==> src/rtl/msg_char_streamer.sv <==
// -----------------------------------------------------------------------------
// msg_char_streamer
//
// Streams a fixed ASCII message, one character at a time, onto an 8-bit
// output. Each character is held for a programmable number of cycles. The
// message can be played once (ending in DONE) or looped forever. Pause
// freezes playback, and abort returns to IDLE from any state.
//
// Parameters
//   MSG_LEN : number of characters in the message (1..255)
//   MSG     : packed message, character 0 in the most-significant byte
//   HOLD_W  : width of the per-character hold setting
//
// Ports
//   clk      : sole clock, rising edge
//   rst_n    : asynchronous active-low reset
//   ena      : design enable; low freezes every register
//   ui_in    : [0] start, [1] loop mode, [2] pause, [3] abort, [7:4] unused
//   uio_in   : [HOLD_W-1:0] hold setting (hold+1 cycles per character)
//   uo_out   : current character code (registered)
//   uio_out  : [4] busy, [5] char_strobe, [6] done, [7] wrap, [3:0] = 0
//   uio_oe   : constant 8'hF0 (upper nibble driven, lower nibble input)
// -----------------------------------------------------------------------------
module msg_char_streamer #(
    parameter int                    MSG_LEN = 13,
    parameter logic [8*MSG_LEN-1:0]  MSG     = "SOY DE ZACAPA",
    parameter int                    HOLD_W  = 4
) (
    input  logic       clk,
    input  logic       rst_n,
    input  logic       ena,
    input  logic [7:0] ui_in,
    input  logic [7:0] uio_in,
    output logic [7:0] uo_out,
    output logic [7:0] uio_out,
    output logic [7:0] uio_oe
);

    // Index width is clog2(MSG_LEN), but never zero so a 1-character
    // message still has a legal index register.
    localparam int IDX_W = (MSG_LEN > 1) ? $clog2(MSG_LEN) : 1;
    localparam logic [IDX_W-1:0] LAST_IDX = IDX_W'(MSG_LEN - 1);

    typedef enum logic [1:0] {
        ST_IDLE = 2'd0,
        ST_SHOW = 2'd1,
        ST_DONE = 2'd2
    } state_e;

    // -------------------------------------------------------------------------
    // Control input decode
    // -------------------------------------------------------------------------
    logic start_in;
    logic loop_in;
    logic pause_in;
    logic abort_in;
    logic [HOLD_W-1:0] hold_in;

    assign start_in = ui_in[0];
    assign loop_in  = ui_in[1];
    assign pause_in = ui_in[2];
    assign abort_in = ui_in[3];
    assign hold_in  = uio_in[HOLD_W-1:0];

    // Reserved input bits are collected here so they are visibly consumed.
    logic unused_inputs;
    assign unused_inputs = &{1'b0, ui_in, uio_in};

    // -------------------------------------------------------------------------
    // Character lookup: shift the packed message so the wanted character
    // lands in the top byte. Character 0 lives in the MSB byte.
    // -------------------------------------------------------------------------
    function automatic logic [7:0] char_at(input logic [IDX_W-1:0] i);
        logic [8*MSG_LEN-1:0] shifted;
        shifted = MSG << (8 * i);
        return shifted[8*MSG_LEN-1 -: 8];
    endfunction

    // -------------------------------------------------------------------------
    // State registers
    // -------------------------------------------------------------------------
    state_e            state_q,   state_d;
    logic [IDX_W-1:0]  idx_q,     idx_d;
    logic [HOLD_W-1:0] cnt_q,     cnt_d;
    logic [HOLD_W-1:0] hold_q,    hold_d;
    logic              loop_q,    loop_d;
    logic              start_q,   start_d;
    logic [7:0]        char_q,    char_d;
    logic              busy_q,    busy_d;
    logic              strobe_q,  strobe_d;
    logic              done_q,    done_d;
    logic              wrap_q,    wrap_d;

    logic start_edge;
    assign start_edge = start_in & ~start_q;

    // -------------------------------------------------------------------------
    // Next-state / output logic
    // -------------------------------------------------------------------------
    // NOTE: every signal written here gets a default first so no path leaves
    // it unassigned; a missing default in a combinational block infers a latch.
    always_comb begin
        state_d  = state_q;
        idx_d    = idx_q;
        cnt_d    = cnt_q;
        hold_d   = hold_q;
        loop_d   = loop_q;
        char_d   = char_q;
        busy_d   = busy_q;
        done_d   = done_q;
        strobe_d = 1'b0;       // strobes are single-cycle pulses
        wrap_d   = 1'b0;
        start_d  = start_in;   // previous-sample register for edge detect

        if (abort_in) begin
            // Abort outranks start edge, pause and end-of-message.
            state_d = ST_IDLE;
            idx_d   = '0;
            cnt_d   = '0;
            char_d  = 8'h00;
            busy_d  = 1'b0;
            done_d  = 1'b0;
        end else begin
            unique case (state_q)
                ST_IDLE, ST_DONE: begin
                    if (start_edge) begin
                        state_d  = ST_SHOW;
                        idx_d    = '0;
                        cnt_d    = '0;
                        hold_d   = hold_in;
                        loop_d   = loop_in;
                        char_d   = char_at('0);
                        busy_d   = 1'b1;
                        done_d   = 1'b0;
                        strobe_d = 1'b1;
                    end
                end

                ST_SHOW: begin
                    // Start edges are ignored while showing.
                    if (!pause_in) begin
                        if (cnt_q == hold_q) begin
                            cnt_d = '0;
                            if (idx_q != LAST_IDX) begin
                                idx_d    = idx_q + IDX_W'(1);
                                char_d   = char_at(idx_q + IDX_W'(1));
                                strobe_d = 1'b1;
                            end else if (loop_q) begin
                                idx_d    = '0;
                                char_d   = char_at('0);
                                strobe_d = 1'b1;
                                wrap_d   = 1'b1;
                            end else begin
                                state_d = ST_DONE;
                                idx_d   = '0;
                                char_d  = 8'h00;
                                busy_d  = 1'b0;
                                done_d  = 1'b1;
                            end
                        end else begin
                            cnt_d = cnt_q + HOLD_W'(1);
                        end
                    end
                end

                default: begin
                    state_d = ST_IDLE;
                    idx_d   = '0;
                    cnt_d   = '0;
                    char_d  = 8'h00;
                    busy_d  = 1'b0;
                    done_d  = 1'b0;
                end
            endcase
        end
    end

    // -------------------------------------------------------------------------
    // Register update; ena low holds every register, start_q included.
    // -------------------------------------------------------------------------
    // NOTE: non-blocking assignments here so every flop samples the values
    // from before the edge, independent of statement order.
    always_ff @(posedge clk or negedge rst_n) begin
        if (!rst_n) begin
            state_q  <= ST_IDLE;
            idx_q    <= '0;
            cnt_q    <= '0;
            hold_q   <= '0;
            loop_q   <= 1'b0;
            start_q  <= 1'b0;
            char_q   <= 8'h00;
            busy_q   <= 1'b0;
            strobe_q <= 1'b0;
            done_q   <= 1'b0;
            wrap_q   <= 1'b0;
        end else if (ena) begin
            state_q  <= state_d;
            idx_q    <= idx_d;
            cnt_q    <= cnt_d;
            hold_q   <= hold_d;
            loop_q   <= loop_d;
            start_q  <= start_d;
            char_q   <= char_d;
            busy_q   <= busy_d;
            strobe_q <= strobe_d;
            done_q   <= done_d;
            wrap_q   <= wrap_d;
        end
    end

    // -------------------------------------------------------------------------
    // Outputs. The pulse outputs are masked by ena so that a strobe captured
    // just before a freeze does not read as a continuous level while frozen.
    // -------------------------------------------------------------------------
    assign uo_out  = char_q;
    assign uio_out = {wrap_q & ena, done_q, strobe_q & ena, busy_q, 4'b0000};
    assign uio_oe  = 8'hF0;

endmodule
==> config.mk <==
export PLATFORM = sky130hd
export DESIGN_NAME = msg_char_streamer
export DESIGN_NICKNAME = d
export VERILOG_FILES = /design/src/rtl/msg_char_streamer.sv
export SDC_FILE = /design/constraint.sdc
export NUM_CORES = 1
export LEC_CHECK = 0
export CAP_MARGIN = 10
export CORE_UTILIZATION = 40
export CTS_CLUSTER_SIZE = 30
export DETAILED_ROUTE_END_ITERATION = 7
export MAX_ROUTING_LAYER = met4
export PLACE_DENSITY = 0.66
export SLEW_MARGIN = 20
export SYNTH_ARGS = -nofsm -noshare
export SYNTH_HDL_FRONTEND = slang
export SYNTH_SLANG_ARGS = --single-unit
==> constraint.sdc <==
create_clock -name clk -period 3.7 [get_ports clk]
set_clock_uncertainty 0.1 [all_clocks]
set_input_delay 0.37 -clock clk [delete_from_list [all_inputs] [get_ports clk]]
set_output_delay 0.37 -clock clk [all_outputs]
set_load 0.01 [all_outputs]
==> run_results.csv, run 1 <==
group,metric,value,unit
run_status,status,"finished, final reports clean",
setup_path,critical_path_required,3790,ps
layout,final_layout_size_suffix_gt1_frac,0.0754,
min_path,worst_hold_path_type,"primary input to async pin",
synthesis,fraction_of_registers_with_async_set_or_reset_after_synthesis,1.00,
synthesis,synthesis.yosys.warnings,0,
route,via_per_inst,5.10,
cts,clock_tree.htree_level_count,1,
setup_path,critPathKind,"register to register",
die,die_width,65.9,um
setup_path,path_cells,"ha_1, inv_1, ha_1, mux2_1, and3_1, o41a_1, o31ai_2",
cts,cts_setup_buffers,0,
synthesis,yosys.cell_types.count,44,
timing,worst_slew_margin_rel,0.634,
power_and_ir_drop,worst_ir_drop_vdd,213,uV
synthesis,post_synth_inst_count,180,
synthesis,yosysTopAreaCell,"dfrtp_1",
cts,cts.clk_slew.worst_paths,90,ps
die,die-area,4340,um^2
cts,post_cts_resized,0,
flow_run,max_cap_viol_count,0,
global_route,first_pass_grt_wire_length,5390,um
route,drt_drc_violations_left,0,
global_route,globalRouteTotalUtil,0.167,
setup_path,critPathTopFamily,"adder cells",
place,dp_slack,1110,ps
timing,layout_setup_ws,1290,ps
cts,max_clock_buf_depth,2,
setup_path,cp_slowest_stage_delay,510,ps
timing,rsz0062_at_grt,"no",
synthesis,yosys.area.top_type_share,0.383,
cts,clock_latency_late_sink,280,ps
setup_path,timing.critical_path.fanout_max,10,
timing,final_period_minus_worst_setup_slack,2410,ps
layout,antenna-diode-count,0,
die,die_height,65.9,um
cts,cts_tree,"built",
power_and_ir_drop,report.power.total,0.000700,W
layout,finish.net_count,228,
die,core_area,3800,um^2
synthesis,yosys-top-cells-area,"dfrtp_1, nand2_1, buf_4, ha_1, o21ai_0",
synthesis,synthesis.area_per_instance,9.06,um^2
setup_path,cpMaxStageDelayCell,"dfrtp_1",
route,drt_first_iter_violations,35,
cts,cts_hold_repair.buffers,0,
route,dr_total_vias,1259,
global_route,grt-ovfl-total,0,
setup_path,worstSetupEndpointType,"register",
synthesis,synth-seq-cells,25,
power_and_ir_drop,cellLeakagePower,0.862,nW
setup_path,cell_occurring_most_often_along_the_worst_timing_path,"ha_1",
die,io_pins,43,
timing,fin_worst_hold_slack,344,ps
global_route,grt_start_max_net_pins,26,
synthesis,synth_sequential_area_ratio,0.383,
cts,cts_made_buffers,3,
layout,area_growth_syn_to_layout,13.8,%
route,post_drt_wl_per_cell,12.5,um
global_route,antenna_violations_before_repair,0,
synthesis,postSynth.topFlopCell,"dfrtp_1",
setup_path,number_of_buffer_and_inverter_instances_along_the_worst_setup_path,1,
die,start_util,0.430,
setup_path,timing.critical_path.from_type,"register",
timing,slew_violations,0,
setup_path,crit_arrival,2510,ps
timing,clock.fmax,414,MHz
timing,setup_viol,0,
place,place.detailed.hpwl,2240,um
route,1st_pass_router_iterations,4,
die,rows,22,
timing,timing.final.hold_violations,0,
cts,cts_sinks,25,
global_route,first_global_vias,1191,
power_and_ir_drop,power_density,377,nW/um^2
place,routabilityCongestion,0.825,
route,ant_nets,0,
timing,final.period_utilization,0.652,
place,io_buffers,21,
route,drt-total-wl,3080,um
synthesis,synth_enable_flop_cells,0,
timing,fin_tns_setup,0,ps
cts,clock_root_buffer_master,"clkbuf_8",
synthesis,post_synth_instance_area,1630,um^2
timing,worst_pin_slew,549,ps
## cells in the mapped netlist, types with 2 or more instances
cell type,instances
mux2_2,2
a2bb2oi_1,2
a21o_1,3
nand2b_1,2
dfrtp_1,25
buf_4,16
buf_6,2
xnor2_1,5
inv_1,9
nand2_1,33
conb_1,2
ha_1,9
a22o_1,2
xor2_1,2
a21oi_1,2
nand4_1,3
nor2_1,13
a211oi_1,2
mux2i_1,3
o21ai_1,3
o21ai_0,10
nand3_1,8
## cell type report
type,count,area (um^2)
multi-input combinational,138,867
clock buffer,3,41.3
inverter,10,37.5
clock inverter,1,7.51
fill,383,1940
sequential,25,626
timing repair buffer,22,218
tap,48,60.1
## cell families (layout without fill, tap and decap cells)
family	after synthesis	after routing	share of synthesized area
flip-flops	25	25	0.383
adder cells (fa/ha/maj)	9	9	0.0690
other	2	13	0.00460
XOR/XNOR	8	8	0.0475
AND/OR/NAND/NOR	68	68	0.200
buffers and inverters	28	36	0.110
AO/OA/AOI/OAI	34	34	0.146
multiplexers	6	6	0.0391
## cell usage in the layout (no fill, tap or decap), types with 3 or more instances in the layout
cell type and n:
nand2_1 33, dfrtp_1 25, clkdlybuf4s50_1 21, nor2_1 13, conb_1 13, o21ai_0 10, inv_1 9, ha_1 9
nand3_1 8, xnor2_1 5, a21o_1 3, nand4_1 3, mux2i_1 3, o21ai_1 3, clkbuf_8 3
## report_power, final
part	switching, W	internal (W)
Sequential	0.0000309	0.000311
Clock	0.0000957	0.0000766
Combinational	0.0000947	0.0000911
Total	0.000221	0.000478
## metal layers
layer	track usage	vias to the layer above	wire [um]
li1	-	624	-
met1	0.222	593	1520
met2	0.259	38	1390
met3	0.0207	4	120
met4	0.0652	0	52
met5	-	-	0
## final timing paths
kind | start | end | slack [ps] | cells after the start
min | rst_n | idx_q[1]$_DFFE_PN0P_ | 340 | 2
max reg2reg | idx_q[0]$_DFFE_PN0P_ | uo_out[6]$_DFFE_PN0P_ | 1290 | 7
max | idx_q[0]$_DFFE_PN0P_ | uo_out[6]$_DFFE_PN0P_ | 1290 | 7
max in group asynchronous | rst_n | idx_q[2]$_DFFE_PN0P_ | 2920 | 2
min in group clk | uo_out[6]$_DFFE_PN0P_ | uo_out[6]$_DFFE_PN0P_ | 390 | 2
min reg2reg | uo_out[6]$_DFFE_PN0P_ | uo_out[6]$_DFFE_PN0P_ | 390 | 2
## registers in the layout (all words and copies together) (netlist names)
register,count
cnt_q,4
done_q,1
hold_q,4
idx_q,4
loop_q,1
start_q,1
state_q,1
strobe_q,1
uo_out,7
wrap_q,1
## per-stage QoR
stage	util	cells	cell area, um^2
floorplan	-	191	1670
detailed placement	0.476	243	1810
global placement	0.476	243	1810
global route	0.489	247	1860
CTS	0.489	247	1860
finish	0.489	247	1860
Note: power is estimated with default switching activity, not from simulation.
==> run 2: changes to the inputs <==
--- a/config.mk
+++ b/config.mk
@@ -10,7 +10,7 @@
 export CTS_CLUSTER_SIZE = 30
 export DETAILED_ROUTE_END_ITERATION = 7
 export MAX_ROUTING_LAYER = met4
-export PLACE_DENSITY = 0.66
+export PLACE_DENSITY = 0.68
 export SLEW_MARGIN = 20
 export SYNTH_ARGS = -nofsm -noshare
 export SYNTH_HDL_FRONTEND = slang
==> constraint.sdc (replaced) <==
create_clock -name clk -period 2.1 [get_ports clk]
set_clock_uncertainty 0.1 [all_clocks]
set_input_delay 0.21 -clock clk [delete_from_list [all_inputs] [get_ports clk]]
set_output_delay 0.21 -clock clk [all_outputs]
set_load 0.01 [all_outputs]
==> run 2 against run 1 <==
Against the previous run:
- wire length grew 11%
- worst setup slack lost 1200 ps
- sequential power grew 77%
- critical endpoint unchanged
- clock power grew 76%
- non-clock buffer count grew 23
- power grew 82%
==> run_results.csv, run 2 (synthesized netlist as in run 1, its figures left out) <==
group,metric,value,unit
run_status,status,"finished, final reports clean",
global_route,first_global_vias,1309,
power_and_ir_drop,switchingPower,0.000402,W
die,io_pins,43,
setup_path,critPathTopFamily,"compound AO/OA/AOI/OAI gates",
timing,rsz0062_at_grt,"no",
cts,cts_hold_repair.buffers,0,
setup_path,critPathKind,"register to register",
layout,final_layout_size_suffix_gt1_frac,0.189,
setup_path,timing.critical_path.from_type,"register",
place,io_buffers,21,
die,die-area,4340,um^2
setup_path,cpMaxStageDelayCell,"dfrtp_2",
setup_path,ff2ff_path_depth,7,
min_path,worst_hold_path_type,"primary input to async pin",
place,dp_slack,-16.3,ps
setup_path,cp.depth,7,
setup_path,worst-r2r-setup-slack,90,ps
layout,most_common_cell_after_layout_fill_and_taps_aside,"nand2_1",
cts,cts.clk_slew.worst_paths,100,ps
place,place.detailed.hpwl,2500,um
route,drt_drc_violations_left,0,
route,dr_total_vias,1344,
cts,cts_tree,"built",
power_and_ir_drop,cellInternalPower,0.000868,W
setup_path,worst_setup_startpoint,"idx_q[0]$_DFFE_PN0P_",
route,drt-total-wl,3430,um
cts,clock_tree.htree_level_count,1,
power_and_ir_drop,seq_power_share,0.474,
die,die_width,65.9,um
setup_path,worstSetupEndpointType,"register",
global_route,globalRouteTotalUtil,0.184,
timing,clock.fmax,497,MHz
setup_path,critical_path.endpoint,"uo_out[6]$_DFFE_PN0P_",
timing,timing.final.hold_violations,0,
setup_path,worst_r2r_end,"uo_out[6]$_DFFE_PN0P_",
cts,clock_root_buffer_master,"clkbuf_8",
setup_path,timing.critical_path.fanout_max,3,
power_and_ir_drop,worst_ir_drop_vdd,334,uV
timing,setup_viol,0,
route,drt_first_iter_violations,61,
cts,clock_latency_late_sink,270,ps
route,post_drt_wl_per_cell,12.7,um
setup_path,number_of_buffer_and_inverter_instances_along_the_worst_setup_path,1,
global_route,antenna_violations_before_repair,0,
setup_path,crit_arrival,2100,ps
place,routabilityCongestion,0.845,
global_route,first_pass_grt_wire_length,5920,um
global_route,grt_start_max_net_pins,26,
layout,area_growth_syn_to_layout,25.4,%
layout,antenna-diode-count,0,
cts,cts_made_buffers,3,
layout,final.fill_count,363,
setup_path,reg2reg_from,"idx_q[0]$_DFFE_PN0P_",
die,core_area,3800,um^2
cts,cts_sinks,25,
power_and_ir_drop,relative_contribution_of_the_clock_network_to_total_power,0.238,
die,die_height,65.9,um
setup_path,critical_path_required,2190,ps
route,via_per_inst,4.98,
power_and_ir_drop,comb_power_share,0.288,
route,ant_nets,0,
layout,largest_register_ff_count,7,
layout,final_cell_mix,"nand2_1, dfrtp_1, buf_4",
flow_run,max_cap_viol_count,0,
power_and_ir_drop,cellLeakagePower,0.969,nW
cts,max_clock_buf_depth,2,
power_and_ir_drop,power_density,621,nW/um^2
route,1st_pass_router_iterations,4,
die,rows,22,
setup_path,cp_slowest_stage_delay,380,ps
layout,finish.net_count,251,
timing,layout_setup_ws,86.6,ps
timing,final.period_utilization,0.959,
timing,fin_worst_hold_slack,191,ps
global_route,grt-ovfl-total,0,
die,start_util,0.430,
setup_path,path_cells,"ha_2, inv_2, ha_4, mux2_1, and3_1, o41a_1, o31ai_2",
timing,slew_violations,0,
power_and_ir_drop,switching_share,0.316,
timing,final_period_minus_worst_setup_slack,2010,ps
-- run 2: cell types whose count changed in the layout (fill, tap and decap cells not counted), sizes merged --
cell	before	now
buf	1	24
-- run 2: layer usage --
layer,routed length [um],GRT usage
met5,0,-
met4,38,0.0489
met3,118,0.0207
met2,1500,0.286
met1,1770,0.254
-- run 2: what timing repair did --
action | 4_1_cts | 5_1_grt
setup endpoints to repair | 0 | 1
resized for setup | 0 | 2
buffers inserted | 0 | 1
-- run 2: how the worst min path moves through the flow --
stage / startpoint / to / slack, ps / cells past startpoint
after detailed placement: uo_out[6]$_DFFE_PN0P_ / uo_out[6]$_DFFE_PN0P_ / 380 / 2
after global placement: uo_out[6]$_DFFE_PN0P_ / uo_out[6]$_DFFE_PN0P_ / 370 / 2
after global routing: rst_n / strobe_q$_DFFE_PN0P_ / 210 / 2
final: rst_n / wrap_q$_DFFE_PN0P_ / 190 / 2
after CTS: rst_n / uo_out[4]$_DFFE_PN0P_ / 200 / 2
after floorplan: rst_n / cnt_q[0]$_DFFE_PN0P_ / -190 / 0
-- run 2: area by class of cell --
cell class	instances	area [um^2]	share of cell area
clock buffers	3	41.3	0.0202
clock inverters	1	7.51	0.00367
inverters	10	37.5	0.0183
multi-input cells	138	882	0.431
flip-flops and latches	25	627	0.306
well taps	48	60.1	0.0294
repair buffers	45	390	0.191
-- run 2: power by group through the flow --
stage	combinational (W)	clock (W)	sequential, W
floorplan	0.000219	0	0.000611
global placement	0.000360	0	0.000609
detailed placement	0.000365	0	0.000612
CTS	0.000368	0.000313	0.000603
global route	0.000406	0.000337	0.000614
finish	0.000365	0.000303	0.000602
-- run 2: per-stage QoR --
| step | util | setup TNS, ps | instances | power [W] | cell area [um^2] |
|---|---|---|---|---|---|
| floorplan | - | -45.1 | 191 | 0.000830 | 1680 |
| global placement | 0.520 | 0 | 265 | 0.000970 | 1980 |
| detailed placement | 0.520 | -16.3 | 265 | 0.000976 | 1980 |
| CTS | 0.533 | 0 | 269 | 0.00128 | 2030 |
| global route | 0.539 | 0 | 270 | 0.00136 | 2050 |
| finish | 0.539 | 0 | 270 | 0.00127 | 2050 |
==> run 3: changes to the inputs <==
--- a/config.mk
+++ b/config.mk
@@ -5,13 +5,13 @@
 export SDC_FILE = /design/constraint.sdc
 export NUM_CORES = 1
 export LEC_CHECK = 0
-export CAP_MARGIN = 10
+export CAP_MARGIN = 20
 export CORE_UTILIZATION = 40
+export CTS_CLUSTER_DIAMETER = 30
 export CTS_CLUSTER_SIZE = 30
 export DETAILED_ROUTE_END_ITERATION = 7
 export MAX_ROUTING_LAYER = met4
 export PLACE_DENSITY = 0.68
-export SLEW_MARGIN = 20
 export SYNTH_ARGS = -nofsm -noshare
 export SYNTH_HDL_FRONTEND = slang
 export SYNTH_SLANG_ARGS = --single-unit
==> results of run 3 <==
No change in the layout: final DEF, timing and power equal those of run 2.
